## src/rtl/bus_demux_1x4.sv

```systemverilog
// bus_demux_1x4: routes one MEM-stage load/store to one of four targets
// by address decode and returns that target's response, one at a time.
module bus_demux_1x4 #(
  parameter logic [31:0] BASE0   = 32'h0000_0000,
  parameter logic [31:0] MASK0   = 32'hFFFF_0000,
  parameter logic [31:0] BASE1   = 32'h8000_0000,
  parameter logic [31:0] MASK1   = 32'hFFFF_FFF0,
  parameter logic [31:0] BASE2   = 32'h8000_0010,
  parameter logic [31:0] MASK2   = 32'hFFFF_FFF0,
  parameter logic [31:0] BASE3   = 32'h8000_0100,
  parameter logic [31:0] MASK3   = 32'hFFFF_FF00,
  parameter logic [7:0]  TIMEOUT = 8'd255
) (
  input  logic         clk,
  input  logic         rst,
  input  logic         req_valid,
  output logic         req_ready,
  input  logic [31:0]  req_addr,
  input  logic [31:0]  req_wdata,
  input  logic         req_we,
  input  logic [3:0]   req_be,
  output logic         resp_valid,
  output logic [31:0]  resp_rdata,
  output logic         resp_err,
  output logic [3:0]   s_valid,
  input  logic [3:0]   s_ready,
  output logic [31:0]  s_addr,
  output logic [31:0]  s_wdata,
  output logic         s_we,
  output logic [3:0]   s_be,
  input  logic [3:0]   s_resp_valid,
  input  logic [127:0] s_rdata
);

  typedef enum logic [1:0] {
    IDLE,
    REQ,
    RESP,
    ERR
  } state_t;

  state_t      state_q, state_d;
  logic [1:0]  sel_q, sel_d;
  logic [7:0]  timer_q, timer_d;
  logic [3:0]  s_valid_q, s_valid_d;
  logic [31:0] s_addr_q, s_addr_d;
  logic [31:0] s_wdata_q, s_wdata_d;
  logic        s_we_q, s_we_d;
  logic [3:0]  s_be_q, s_be_d;
  logic        resp_valid_q, resp_valid_d;
  logic [31:0] resp_rdata_q, resp_rdata_d;
  logic        resp_err_q, resp_err_d;

  logic [3:0]  hit;
  logic        dec_hit;
  logic [1:0]  dec_sel;
  logic        timed_out;
  logic [6:0]  rd_lsb;
  logic [31:0] sel_rdata;

  assign hit[0] = (req_addr & MASK0) == BASE0;
  assign hit[1] = (req_addr & MASK1) == BASE1;
  assign hit[2] = (req_addr & MASK2) == BASE2;
  assign hit[3] = (req_addr & MASK3) == BASE3;
  assign dec_hit = |hit;

  // lowest-index target wins when address windows overlap
  always_comb begin
    dec_sel = 2'd0;
    if (hit[0])      dec_sel = 2'd0;
    else if (hit[1]) dec_sel = 2'd1;
    else if (hit[2]) dec_sel = 2'd2;
    else if (hit[3]) dec_sel = 2'd3;
  end

  // >= rather than == so a response phase entered at the limit still ends
  assign timed_out = timer_q >= TIMEOUT;
  assign rd_lsb    = {sel_q, 5'd0};
  assign sel_rdata = s_rdata[rd_lsb +: 32];

  // next-state, payload capture, watchdog and response generation
  always_comb begin
    state_d      = state_q;
    sel_d        = sel_q;
    timer_d      = timer_q;
    s_valid_d    = s_valid_q;
    s_addr_d     = s_addr_q;
    s_wdata_d    = s_wdata_q;
    s_we_d       = s_we_q;
    s_be_d       = s_be_q;
    resp_valid_d = 1'b0;
    resp_rdata_d = resp_rdata_q;
    resp_err_d   = resp_err_q;
    unique case (state_q)
      IDLE: begin
        if (req_valid) begin
          s_addr_d  = req_addr;
          s_wdata_d = req_wdata;
          s_we_d    = req_we;
          s_be_d    = req_be;
          sel_d     = dec_sel;
          if (dec_hit) begin
            state_d   = REQ;
            s_valid_d = 4'b0001 << dec_sel;
            timer_d   = 8'd0;
          end else begin
            state_d = ERR;
          end
        end
      end
      REQ: begin
        timer_d = (timer_q == 8'hFF) ? timer_q : timer_q + 8'd1;
        if (s_ready[sel_q]) begin
          s_valid_d = 4'b0000;
          state_d   = RESP;
        end else if (timed_out) begin
          s_valid_d    = 4'b0000;
          resp_valid_d = 1'b1;
          resp_err_d   = 1'b1;
          resp_rdata_d = 32'd0;
          state_d      = IDLE;
        end
      end
      RESP: begin
        timer_d = (timer_q == 8'hFF) ? timer_q : timer_q + 8'd1;
        if (s_resp_valid[sel_q]) begin
          resp_valid_d = 1'b1;
          resp_err_d   = 1'b0;
          resp_rdata_d = s_we_q ? 32'd0 : sel_rdata;
          state_d      = IDLE;
        end else if (timed_out) begin
          resp_valid_d = 1'b1;
          resp_err_d   = 1'b1;
          resp_rdata_d = 32'd0;
          state_d      = IDLE;
        end
      end
      ERR: begin
        resp_valid_d = 1'b1;
        resp_err_d   = 1'b1;
        resp_rdata_d = 32'd0;
        state_d      = IDLE;
      end
      default: state_d = IDLE;
    endcase
  end

  // state and registered outputs; reset drops any transaction in flight
  always_ff @(posedge clk) begin
    if (rst) begin
      state_q      <= IDLE;
      sel_q        <= 2'd0;
      timer_q      <= 8'd0;
      s_valid_q    <= 4'b0000;
      s_addr_q     <= 32'd0;
      s_wdata_q    <= 32'd0;
      s_we_q       <= 1'b0;
      s_be_q       <= 4'b0000;
      resp_valid_q <= 1'b0;
      resp_rdata_q <= 32'd0;
      resp_err_q   <= 1'b0;
    end else begin
      state_q      <= state_d;
      sel_q        <= sel_d;
      timer_q      <= timer_d;
      s_valid_q    <= s_valid_d;
      s_addr_q     <= s_addr_d;
      s_wdata_q    <= s_wdata_d;
      s_we_q       <= s_we_d;
      s_be_q       <= s_be_d;
      resp_valid_q <= resp_valid_d;
      resp_rdata_q <= resp_rdata_d;
      resp_err_q   <= resp_err_d;
    end
  end

  assign req_ready  = state_q == IDLE;
  assign s_valid    = s_valid_q;
  assign s_addr     = s_addr_q;
  assign s_wdata    = s_wdata_q;
  assign s_we       = s_we_q;
  assign s_be       = s_be_q;
  assign resp_valid = resp_valid_q;
  assign resp_rdata = resp_rdata_q;
  assign resp_err   = resp_err_q;

endmodule
```

## config.mk

```make
export PLATFORM = sky130hd
export DESIGN_NAME = bus_demux_1x4
export DESIGN_NICKNAME = d
export VERILOG_FILES = /design/src/rtl/bus_demux_1x4.sv
export SDC_FILE = /design/constraint.sdc
export NUM_CORES = 1
export LEC_CHECK = 0
export BUFFER_PORTS_ARGS = -buffer_cell sky130_fd_sc_hd__buf_4
export CAP_MARGIN = 20
export CORE_AREA = 2 2 121 123
export CTS_BUF_LIST = sky130_fd_sc_hd__clkbuf_4
export DETAILED_ROUTE_END_ITERATION = 8
export DIE_AREA = 0 0 123 125
export PLACE_DENSITY = 0.71
export SLEW_MARGIN = 5
export SYNTH_ARGS = -nofsm -noshare
export SYNTH_HDL_FRONTEND = slang
export SYNTH_SLANG_ARGS = --single-unit
```

## constraint.sdc

```tcl
create_clock -name clk -period 4 [get_ports clk]
set_input_delay 0.4 -clock clk [delete_from_list [all_inputs] [get_ports clk]]
set_output_delay 0.4 -clock clk [all_outputs]
set_load 0.02 [all_outputs]
```

==> metrics.csv, run 1 <==
stage,metric,value,unit
power,Overall Power,2.92,mW
clocking,post_cts resized,0,
grt,global-route usage over all layers,23.0,%
die,Die ar.,0.0154,mm2
yosys,register area share after synthesis,45.4,%
die,num ports,316,
die,Core Rows,44,
power,sequential share of power,45.1,%
place,Placer Congestion,0.809,
timing,hold slack,97.0,ps
clocking,H-tree levels,4,
critical_path,CP required,4430,ps
place,Port Buffers,315,
power,Pint,1.94,mW
clocking,CTS max path bufs,2,
yosys,synth warn,0,
clocking,TritonCTS clock tree,yes,
yosys,average cell area after synthesis,9.36,um2
run_status,status,"complete, no violations",
finish,final net count,1073,
finish,"non-filler cells, final",1058,
grt,initial antenna violation count,1,
power,Sw Share,33.4,%
hold_path,Hold Crit Endpoint,s_addr[0],
grt,number of global-route vias before repair,5171,
die,area of the core,0.0142,mm2
grt,total gr overflow,0,
timing,Slew HR,39.0,%
power,static leakage,3.50,nW
yosys,Netlist cell types,45,
yosys,Post-synth ARST share,0,%
clocking,TritonCTS Sinks,119,
power,VDD IR max,0.245,mV
yosys,Post-synth EDFFs,0,
yosys,Post-Syn Area,0.00525,mm2
hold_path,hold_sp,req_addr[0],
yosys,Yosys reg bits,119,
route,routed wire length,17.9,mm
timing,final hold violations,0,
yosys,syn_nets,774,
grt,pin count of the biggest net entering global routing,74,
timing,Slew @ Worst Pin,915,ps
power,Logic pwr share,25.0,%
hold_path,Hold Path Depth,3,
clocking,cts bufs inserted,17,
clocking,hold_buf cts,0,
finish,fin util,56.4,%
clocking,Clock Tree Root,clkbuf_4,
clocking,Post CTS Setup Buffer Count,0,
place,Placed Cells,1025,
power,Net Sw Power,0.973,mW
power,Clk network pwr share,29.9,%
route,routed length per instance,16.9,um
critical_path,Worst setup SP type,flop,
power,PwrDens,364,mW/mm2
route,DRT iter0 DRCs,303,
yosys,Mapped Cells,561,
route,DR vias,5390,
timing,setup_tns,0,ps
timing,clock skew,16.4,ps
timing,Slew Limit Fails,0,
die,Starting Density,37.0,%
critical_path,R2R Path End,timer_q[1],
die,Die Wd,123,um
timing,Peak Freq,0.386,GHz
finish,layout cells sized above 1,45.4,%
timing,Tcrit/Tclk final,64.8,%
critical_path,Worst Path Arrival,3020,ps
clocking,"CTS clk-pin slew, worst paths",130,ps
critical_path,Worst Path Max Fanout,42,
critical_path,R2R cell count,7,
timing,Period minus WS final,2590,ps
yosys,Synth Flop Type,dfxtp_1,
hold_path,Hold Path Class,primary input to flop,
timing,Setup Viol. Count Final,0,
grt,first-pass GRT wire length,27.2,mm
flow_run,max cap viols,0,
route,first drt pass iteration count,4,
critical_path,CP Capture Type,flop,
clocking,Worst-Skew Late Latency,530,ps
timing,unrepaired setup endpoints after global routing,false,
die,Die Y,125,um
critical_path,reg-to-reg setup timing slack,1410,ps
critical_path,reg-to-reg startpoint,state_q[1],
critical_path,Crit Path Class,flop to flop,
finish,area grow syn2layout,52.4,%
place,hpwl dp,13.4,mm
route,ANT nets after route,0,
route,post-route DRC violation count,0,
route,via/cell ratio,5.09,
==> flip-flops by register name, summed over array words and instances, names as in the netlist <==
name and flops:
resp_err 1, s_be 4, s_wdata 32, sel_q 2, resp_rdata 32, s_addr 32, timer_q 8, state_q 2
s_we 1, resp_valid 1, s_valid 4
==> synth_stat cells (2+ instances only) <==
master	instances	area [um2]
o21ai_0	2	10.0
clkbuf_1	32	120
a21oi_1	81	405
mux2i_1	4	40.0
a211o_1	2	17.5
nand4_1	2	12.5
buf_1	3	11.3
nor4b_1	2	17.5
buf_6	4	45.0
dfxtp_1	119	2380
ha_1	5	62.6
nand2b_1	4	25.0
a31oi_1	6	37.5
o22ai_1	8	50.1
inv_1	14	52.6
nand2_1	156	586
o211ai_1	3	22.5
nor3_1	5	25.0
nor4_1	5	31.3
mux4_2	34	766
a22o_1	32	280
buf_2	4	20.0
nand3_1	4	20.0
nor2_1	9	33.8
==> area by class of cell <==
cell class                      count  area, um2
Fill cell                        1340       6200
Multi-Input combinational cell    384       2620
Timing Repair Buffer              323       2420
Sequential cell                   119       2380
Tap cell                          184        230
Clock inverter                     15        155
Clock buffer                       17        128
Inverter                           15       56.3
Antenna cell                        1       2.50
==> power by group through the flow <==
stage / clock network [mW] / logic [mW] / registers, mW
floorplan: 0 / 0.282 / 1.43
global placement: 0 / 0.727 / 1.34
detailed placement: 0 / 0.734 / 1.34
CTS: 0.909 / 0.735 / 1.31
global route: 0.966 / 0.793 / 1.33
finish: 0.872 / 0.730 / 1.31
==> metal layers <==
layer  share of wire (%)  wire (um)  GRT usage, %  vias to the layer above
li1                    -          -             -                     2609
met1                  39       6990          27.5                     2527
met2                  48       8620          37.0                      228
met3                  10       1800          8.26                       26
met4                 2.7        484          9.89                        0
met5                   0          0             0                        -
==> through the flow <==
stage	setup WS, ps	area (um2)
3_5_place_dp	1450	7720
6_report	1410	8000
4_1_cts	1420	8000
2_1_floorplan	1990	5250
5_1_grt	1120	8000
3_3_place_gp	1560	7720
==> critical path, stage by stage (launching register included) <==
cell	delay, ps
dfxtp_1	380
inv_1	100
ha_1	370
nand2_2	550
o21ai_1	700
a21oi_1	80
a21oi_1	200
o22ai_1	110
==> layout by cell type (no fill, tap or decap), drive strengths merged, types with 5 or more instances in the layout <==
cell    synthesis  final
buf            11    323
nand2         156    156
dfxtp         119    119
a21oi          81     81
mux4           34     34
a22o           32     32
inv            15     24
clkbuf         32     17
nor2            9      9
o22ai           8      8
a31oi           6      6
nor4            6      6
nor3            5      5
ha              5      5
==> how the worst max path moves through the flow <==
stage	slack (ps)	to	startpoint	depth (start not counted)
floorplan	1990	resp_rdata[10]	timer_q[0]	8
global placement	1560	timer_q[1]	state_q[1]	7
detailed placement	1450	timer_q[1]	state_q[1]	7
CTS	1420	timer_q[1]	state_q[1]	7
global route	1120	timer_q[1]	state_q[1]	7
finish	1410	timer_q[1]	state_q[1]	7
==> cells by family (layout without fill, tap and decap cells) <==
| logic type | Yosys count | in the layout | share of synthesized area (%) |
|---|---|---|---|
| fa+ha+maj | 5 | 5 | 1.19 |
| other cells | 0 | 1 | 0 |
| buf+inv | 58 | 370 | 4.81 |
| simple gates | 194 | 194 | 15.5 |
| compound gates | 147 | 147 | 17.8 |
| flops | 119 | 119 | 45.4 |
| mux | 38 | 38 | 15.3 |
No activity file was read; power rests on OpenSTA's default activity.
==> run 2, diff against run 1 <==
--- a/config.mk
+++ b/config.mk
@@ -7,10 +7,10 @@
 export LEC_CHECK = 0
 export BUFFER_PORTS_ARGS = -buffer_cell sky130_fd_sc_hd__buf_4
 export CAP_MARGIN = 20
-export CORE_AREA = 2 2 121 123
+export CORE_AREA = 2 2 124 126
 export CTS_BUF_LIST = sky130_fd_sc_hd__clkbuf_4
 export DETAILED_ROUTE_END_ITERATION = 8
-export DIE_AREA = 0 0 123 125
+export DIE_AREA = 0 0 126 128
 export PLACE_DENSITY = 0.71
 export SLEW_MARGIN = 5
 export SYNTH_ARGS = -nofsm -noshare
==> constraint.sdc (replaced) <==
create_clock -name clk -period 2.1 [get_ports clk]
set_input_delay 0.21 -clock clk [delete_from_list [all_inputs] [get_ports clk]]
set_output_delay 0.21 -clock clk [all_outputs]
set_load 0.02 [all_outputs]
==> run 2 against run 1 <==
Effect of this change:
- count of clock-buffer cells in the layout is 2 higher
- cell count up 7.5%
- cell area increased by 10%
- clock skew decreased by 2.1 ps
- sequential share of layout area is 2.8 points lower
- total power is 100% higher
==> metrics.csv, run 2 (synthesis results as in run 1) <==
stage,metric,value,unit,change
flow_run,max cap viols,0,,unchanged
die,Die ar.,0.0161,mm2,was 0.0154 mm2
grt,first-pass GRT wire length,29.3,mm,was 27.2 mm
power,PwrDens,663,mW/mm2,was 364 mW/mm2
timing,final hold violations,0,,unchanged
clocking,CTS max path bufs,2,,unchanged
critical_path,Crit Path Class,flop to flop,,unchanged
timing,Peak Freq,0.513,GHz,was 0.386 GHz
route,DRT iter0 DRCs,287,,was 303
die,num ports,316,,unchanged
place,Port Buffers,315,,unchanged
run_status,status,"complete, no violations",,unchanged
die,Starting Density,35.3,%,was 37.0%
grt,total gr overflow,0,,unchanged
timing,Slew Limit Fails,0,,unchanged
finish,area grow syn2layout,68.4,%,was 52.4%
critical_path,Worst setup SP type,flop,,unchanged
clocking,Clock Tree Root,clkbuf_4,,unchanged
grt,number of global-route vias before repair,5564,,was 5171
critical_path,Worst Path Arrival,2380,ps,was 3020 ps
place,Placer Congestion,0.847,,was 0.809
clocking,Worst-Skew Late Latency,550,ps,was 530 ps
hold_path,Hold Path Class,primary input to flop,,unchanged
route,DR vias,5717,,was 5390
timing,Setup Viol. Count Final,0,,unchanged
route,ANT nets after route,0,,unchanged
clocking,"CTS clk-pin slew, worst paths",110,ps,was 130 ps
power,VDD IR max,0.449,mV,was 0.245 mV
power,Overall Power,5.86,mW,was 2.92 mW
die,Core Rows,45,,was 44
critical_path,CP Capture Type,flop,,unchanged
timing,hold slack,66.7,ps,was 97.0 ps
clocking,cts bufs inserted,17,,unchanged
die,area of the core,0.0149,mm2,was 0.0142 mm2
clocking,TritonCTS Sinks,119,,unchanged
clocking,TritonCTS clock tree,yes,,unchanged
timing,Tcrit/Tclk final,92.8,%,was 64.8%
timing,Period minus WS final,1950,ps,was 2590 ps
critical_path,Slowest cell on crit path,mux4_2,,was o21ai_1
die,Die Wd,126,um,was 123 um
route,routed wire length,19.5,mm,was 17.9 mm
route,via/cell ratio,5.03,,was 5.09
critical_path,Worst Path Max Fanout,32,,was 42
grt,initial antenna violation count,1,,unchanged
route,first drt pass iteration count,4,,unchanged
critical_path,Slowest Stage Delay on Critical Path,530,ps,was 700 ps
timing,Slew HR,58.0,%,was 39.0%
grt,global-route usage over all layers,23.4,%,was 23.0%
critical_path,CP required,2540,ps,was 4430 ps
route,post-route DRC violation count,0,,unchanged
finish,most frequent cells in the layout,"326 x buf_4, 155 x nand2_1, 116 x dfxtp_1",,"was 323 x buf_4, 155 x nand2_1, 117 x dfxtp_1"
finish,layout cells sized above 1,42.3,%,was 45.4%
finish,"most common cell after layout, fill and taps aside",buf_4,,unchanged
timing,Slew @ Worst Pin,631,ps,was 915 ps
grt,pin count of the biggest net entering global routing,46,,was 74
timing,clock skew,14.3,ps,was 16.4 ps
critical_path,CP Cell Sequence,mux4_2 -> a21o_1 -> a31oi_1 -> nor2_2 -> buf_12 -> a22o_1,,was inv_1 -> ha_1 -> nand2_2 -> o21ai_1 -> a21oi_1 -> a21oi_1 -> o22ai_1
finish,final net count,1150,,was 1073
timing,unrepaired setup endpoints after global routing,false,,unchanged
clocking,Post CTS Setup Buffer Count,0,,unchanged
power,static leakage,3.84,nW,was 3.50 nW
timing,setup_tns,0,ps,unchanged
clocking,H-tree levels,4,,unchanged
die,Die Y,128,um,was 125 um
route,routed length per instance,17.2,um,was 16.9 um
place,hpwl dp,13.8,mm,was 13.4 mm
finish,Filler cells,1279,,was 1340
==> run 2: changes by cell type in the layout (fill, tap and decap cells not counted), sizes merged <==
cell,before,now
dlygate4sd3,0,70
inv,24,15
buf,323,330
bufinv,1,4
clkbuf,17,19
clkinv,3,4
clkinvlp,2,3
==> run 2: power by group <==
part / switching [mW] / internal [mW] / total [mW]
clock network: 0.859 / 0.941 / 1.80
registers: 0.0912 / 2.42 / 2.51
logic: 0.780 / 0.772 / 1.55
==> run 2: per-layer routing <==
layer  vias up  track usage, %  wire length [um]
met1      2687            26.9              7690
met5         -               0                 0
li1       2761               -                 -
met3        38            7.10              1410
met2       231            40.5              9890
met4         0            10.1               559
==> run 2: metrics by stage <==
step / worst slack [ps] / instance area, um2 / std cells / utilization (%)
3_3_place_gp: 155 / 7830 / 1036 / 52.7
6_report: 151 / 8840 / 1137 / 59.5
2_1_floorplan: 93.9 / 5250 / 561 / -
5_1_grt: 19.2 / 8840 / 1137 / 59.5
4_1_cts: 61.6 / 8830 / 1136 / 59.4
3_5_place_dp: 99.2 / 7830 / 1036 / 52.7
==> run 2: path summary, 6_finish.rpt <==
| check | start | end | slack (ps) | cells after the start |
|---|---|---|---|---|
| worst max-delay path | sel_q[0] | resp_rdata[31] | 150 | 6 |
| worst min register to register | s_wdata[9] | s_wdata[9] | 460 | 2 |
| worst min-delay path | rst | s_valid[2] | 70 | 4 |
| worst max register to register | sel_q[0] | resp_rdata[31] | 150 | 6 |
==> run 2: worst max-delay path: cells and delay by family (launching register included) <==
family	cells	cell delay (ps)
AO/OA/AOI/OAI	3	680
buffers and inverters	1	170
AND/OR/NAND/NOR	1	70
multiplexers	1	530
flip-flops	1	370
==> run 2: area by class of cell <==
type	count	area [um2]	share of cell area [%]
Clock buffer	19	143	1.61
Antenna cell	1	2.50	0.0283
Sequential cell	119	2390	27.0
Multi-Input combinational cell	384	2630	29.8
Timing Repair Buffer	400	3230	36.5
Clock inverter	11	158	1.78
Inverter	15	56.3	0.637
Tap cell	188	235	2.66
==> run 2: timing repair <==
action | in CTS | in global routing
hold buffers | 70 | 0
endpoints found under the setup margin | 0 | 35
resized for setup | 0 | 4
hold endpoints to repair | 73 | 0
==> run 3, diff against run 2 <==
--- a/config.mk
+++ b/config.mk
@@ -11,7 +11,7 @@
 export CTS_BUF_LIST = sky130_fd_sc_hd__clkbuf_4
 export DETAILED_ROUTE_END_ITERATION = 8
 export DIE_AREA = 0 0 126 128
-export PLACE_DENSITY = 0.71
+export PLACE_DENSITY_LB_ADDON = 0.25
 export SLEW_MARGIN = 5
 export SYNTH_ARGS = -nofsm -noshare
 export SYNTH_HDL_FRONTEND = slang
==> constraint.sdc (replaced) <==
create_clock -name clk -period 1.7 [get_ports clk]
set_input_delay 0.17 -clock clk [delete_from_list [all_inputs] [get_ports clk]]
set_output_delay 0.17 -clock clk [all_outputs]
set_load 0.02 [all_outputs]
==> run 3 against run 2 <==
Effect of this change:
- the run now ends with setup timing left
- largest cell class unchanged
- first-iteration DRC count fell by 23%
- largest power group unchanged
- sequential cell count did not move
- cell area rose by 5.9%
- global-route usage rose by 0.66 points
==> metrics.csv, run 3 (synthesis results as in run 1) <==
stage,metric,value,unit,change
timing,final hold violations,0,,unchanged
die,Die Wd,126,um,unchanged
clocking,"CTS clk-pin slew, worst paths",130,ps,was 110 ps
timing,Tcrit/Tclk final,113,%,was 92.8%
timing,Slew @ Worst Pin,625,ps,was 631 ps
route,routed length per instance,17.4,um,was 17.2 um
route,first drt pass iteration count,5,,was 4
die,num ports,316,,unchanged
timing,Period minus WS final,1920,ps,was 1950 ps
die,Die Y,128,um,unchanged
grt,number of global-route vias before repair,5939,,was 5564
finish,"Design Area, Final",0.00937,mm2,was 0.00884 mm2
grt,global-route usage over all layers,24.1,%,was 23.4%
route,routed wire length,20.5,mm,was 19.5 mm
finish,layout cells sized above 1,47.4,%,was 42.3%
clocking,H-tree levels,4,,unchanged
timing,Peak Freq,0.522,GHz,was 0.513 GHz
finish,FF/Latch Area,0.00239,mm2,about the same
route,DRT iter0 DRCs,220,,was 287
finish,most frequent cells in the layout,"356 x buf_4, 155 x nand2_1, 113 x dfxtp_1",,"was 326 x buf_4, 155 x nand2_1, 116 x dfxtp_1"
timing,Slew Limit Fails,0,,unchanged
timing,Slew HR,58.1,%,was 58.0%
run_status,failing checks,setup timing,,
timing,Setup Viol. Count Final,36,,was 0
flow_run,max cap viols,0,,unchanged
power,static leakage,4.08,nW,was 3.84 nW
critical_path,Worst Path Max Fanout,8,,was 32
place,Port Buffers,315,,unchanged
timing,hold slack,51.2,ps,was 66.7 ps
place,placed inst area,0.00809,mm2,was 0.00783 mm2
route,via/cell ratio,5.09,,was 5.03
clocking,TritonCTS Sinks,119,,unchanged
power,PwrDens,793,mW/mm2,was 663 mW/mm2
critical_path,R2R cell count,6,,unchanged
power,VDD IR max,0.574,mV,was 0.449 mV
place,Placer Congestion,0.838,,was 0.847
hold_path,Hold Path Depth,3,,was 4
timing,Setup WS post-layout,-215,ps,was 151 ps
die,Core Rows,45,,unchanged
finish,final net count,1190,,was 1150
critical_path,Worst setup SP type,flop,,unchanged
critical_path,CP Capture Type,flop,,unchanged
finish,"most common cell after layout, fill and taps aside",buf_4,,unchanged
place,hpwl dp,13.8,mm,about the same
finish,Filler cells,1248,,was 1279
critical_path,CP required,2130,ps,was 2540 ps
grt,first-pass GRT wire length,30.6,mm,was 29.3 mm
hold_path,Hold Path Class,primary input to flop,,unchanged
timing,unrepaired setup endpoints after global routing,true,,was false
route,post-route DRC violation count,0,,unchanged
finish,area grow syn2layout,78.3,%,was 68.4%
die,area of the core,0.0149,mm2,unchanged
die,Starting Density,35.3,%,unchanged
power,Overall Power,7.43,mW,was 5.86 mW
run_status,status,"complete, but fails checks",,"was complete, no violations"
route,ANT nets after route,0,,unchanged
grt,initial antenna violation count,1,,unchanged
timing,clock skew,18.4,ps,was 14.3 ps
clocking,Clock Tree Root,clkbuf_4,,unchanged
critical_path,Worst Path Arrival,2350,ps,was 2380 ps
route,DR vias,6005,,was 5717
clocking,cts bufs inserted,17,,unchanged
grt,pin count of the biggest net entering global routing,33,,was 46
clocking,Worst-Skew Late Latency,540,ps,was 550 ps
clocking,CTS max path bufs,2,,unchanged
die,Die ar.,0.0161,mm2,unchanged
grt,total gr overflow,0,,unchanged
finish,area of the multi-input gates,0.00282,mm2,was 0.00263 mm2
clocking,TritonCTS clock tree,yes,,unchanged
place,"worst slack, placed",-375,ps,was 99.2 ps
critical_path,Crit Path Class,flop to flop,,unchanged
## run 3: changes by cell type in the layout (fill, tap and decap cells not counted), moves of 4 or more
cell,change
clkinv_1,-4
buf_4,+30
inv_6,+7
nor2_4,+6
## run 3: critical path, cell delays in order (launching register included)
cell,delay [ps]
dfxtp_4,390
mux4_2,530
a21o_4,250
a31oi_4,160
buf_12,150
nor2_4,80
a22o_1,250
## run 3: layout make-up
class                   instances  area share, %
clock inverters                15           1.67
multi-input cells             387           30.1
diodes                          1         0.0267
flip-flops and latches        119           25.5
clock buffers                  17           1.36
repair buffers                437           38.2
inverters                      15          0.601
well taps                     188           2.51
## run 3: what timing repair did
item,CTS,global route
hold buffers,70,0
hold endpoints to repair,73,0
gates cloned,3,3
setup endpoints to repair,44,55
buffers inserted,3,2
gates resized for setup,16,16
pin swaps,10,9
## run 3: through the flow
step	instances	setup TNS [ps]	utilization, %
6_report	1179	-6250	63.0
5_1_grt	1179	-8730	63.0
4_1_cts	1173	-6310	61.9
3_5_place_dp	1065	-13030	54.4
3_3_place_gp	1065	-13120	54.4
2_1_floorplan	561	-4860	-
## run 3: metal layers
layer  up-vias  global-route usage, %  part of all wire [%]
li1       2852                      -                     -
met1      2861                   27.2                    38
met2       247                   42.7                    52
met4         0                   9.89                   2.9
met3        45                   7.01                   7.3
met5         -                      0                     0
## run 3: worst paths after layout
path / to / from / slack [ps]
worst max-delay path: resp_rdata[0] / sel_q[0] / -220
worst min-delay path: resp_rdata[19] / s_rdata[83] / 50
worst max register to register: resp_rdata[0] / sel_q[0] / -220
worst min register to register: s_wdata[15] / s_wdata[15] / 460
## run 3: power breakdown
group	total (mW)	internal (mW)	switching [mW]	leakage, nW
Clock	2.08	0.786	1.30	0.147
Combinational	2.24	1.17	1.08	2.96
Sequential	3.10	2.99	0.116	0.973
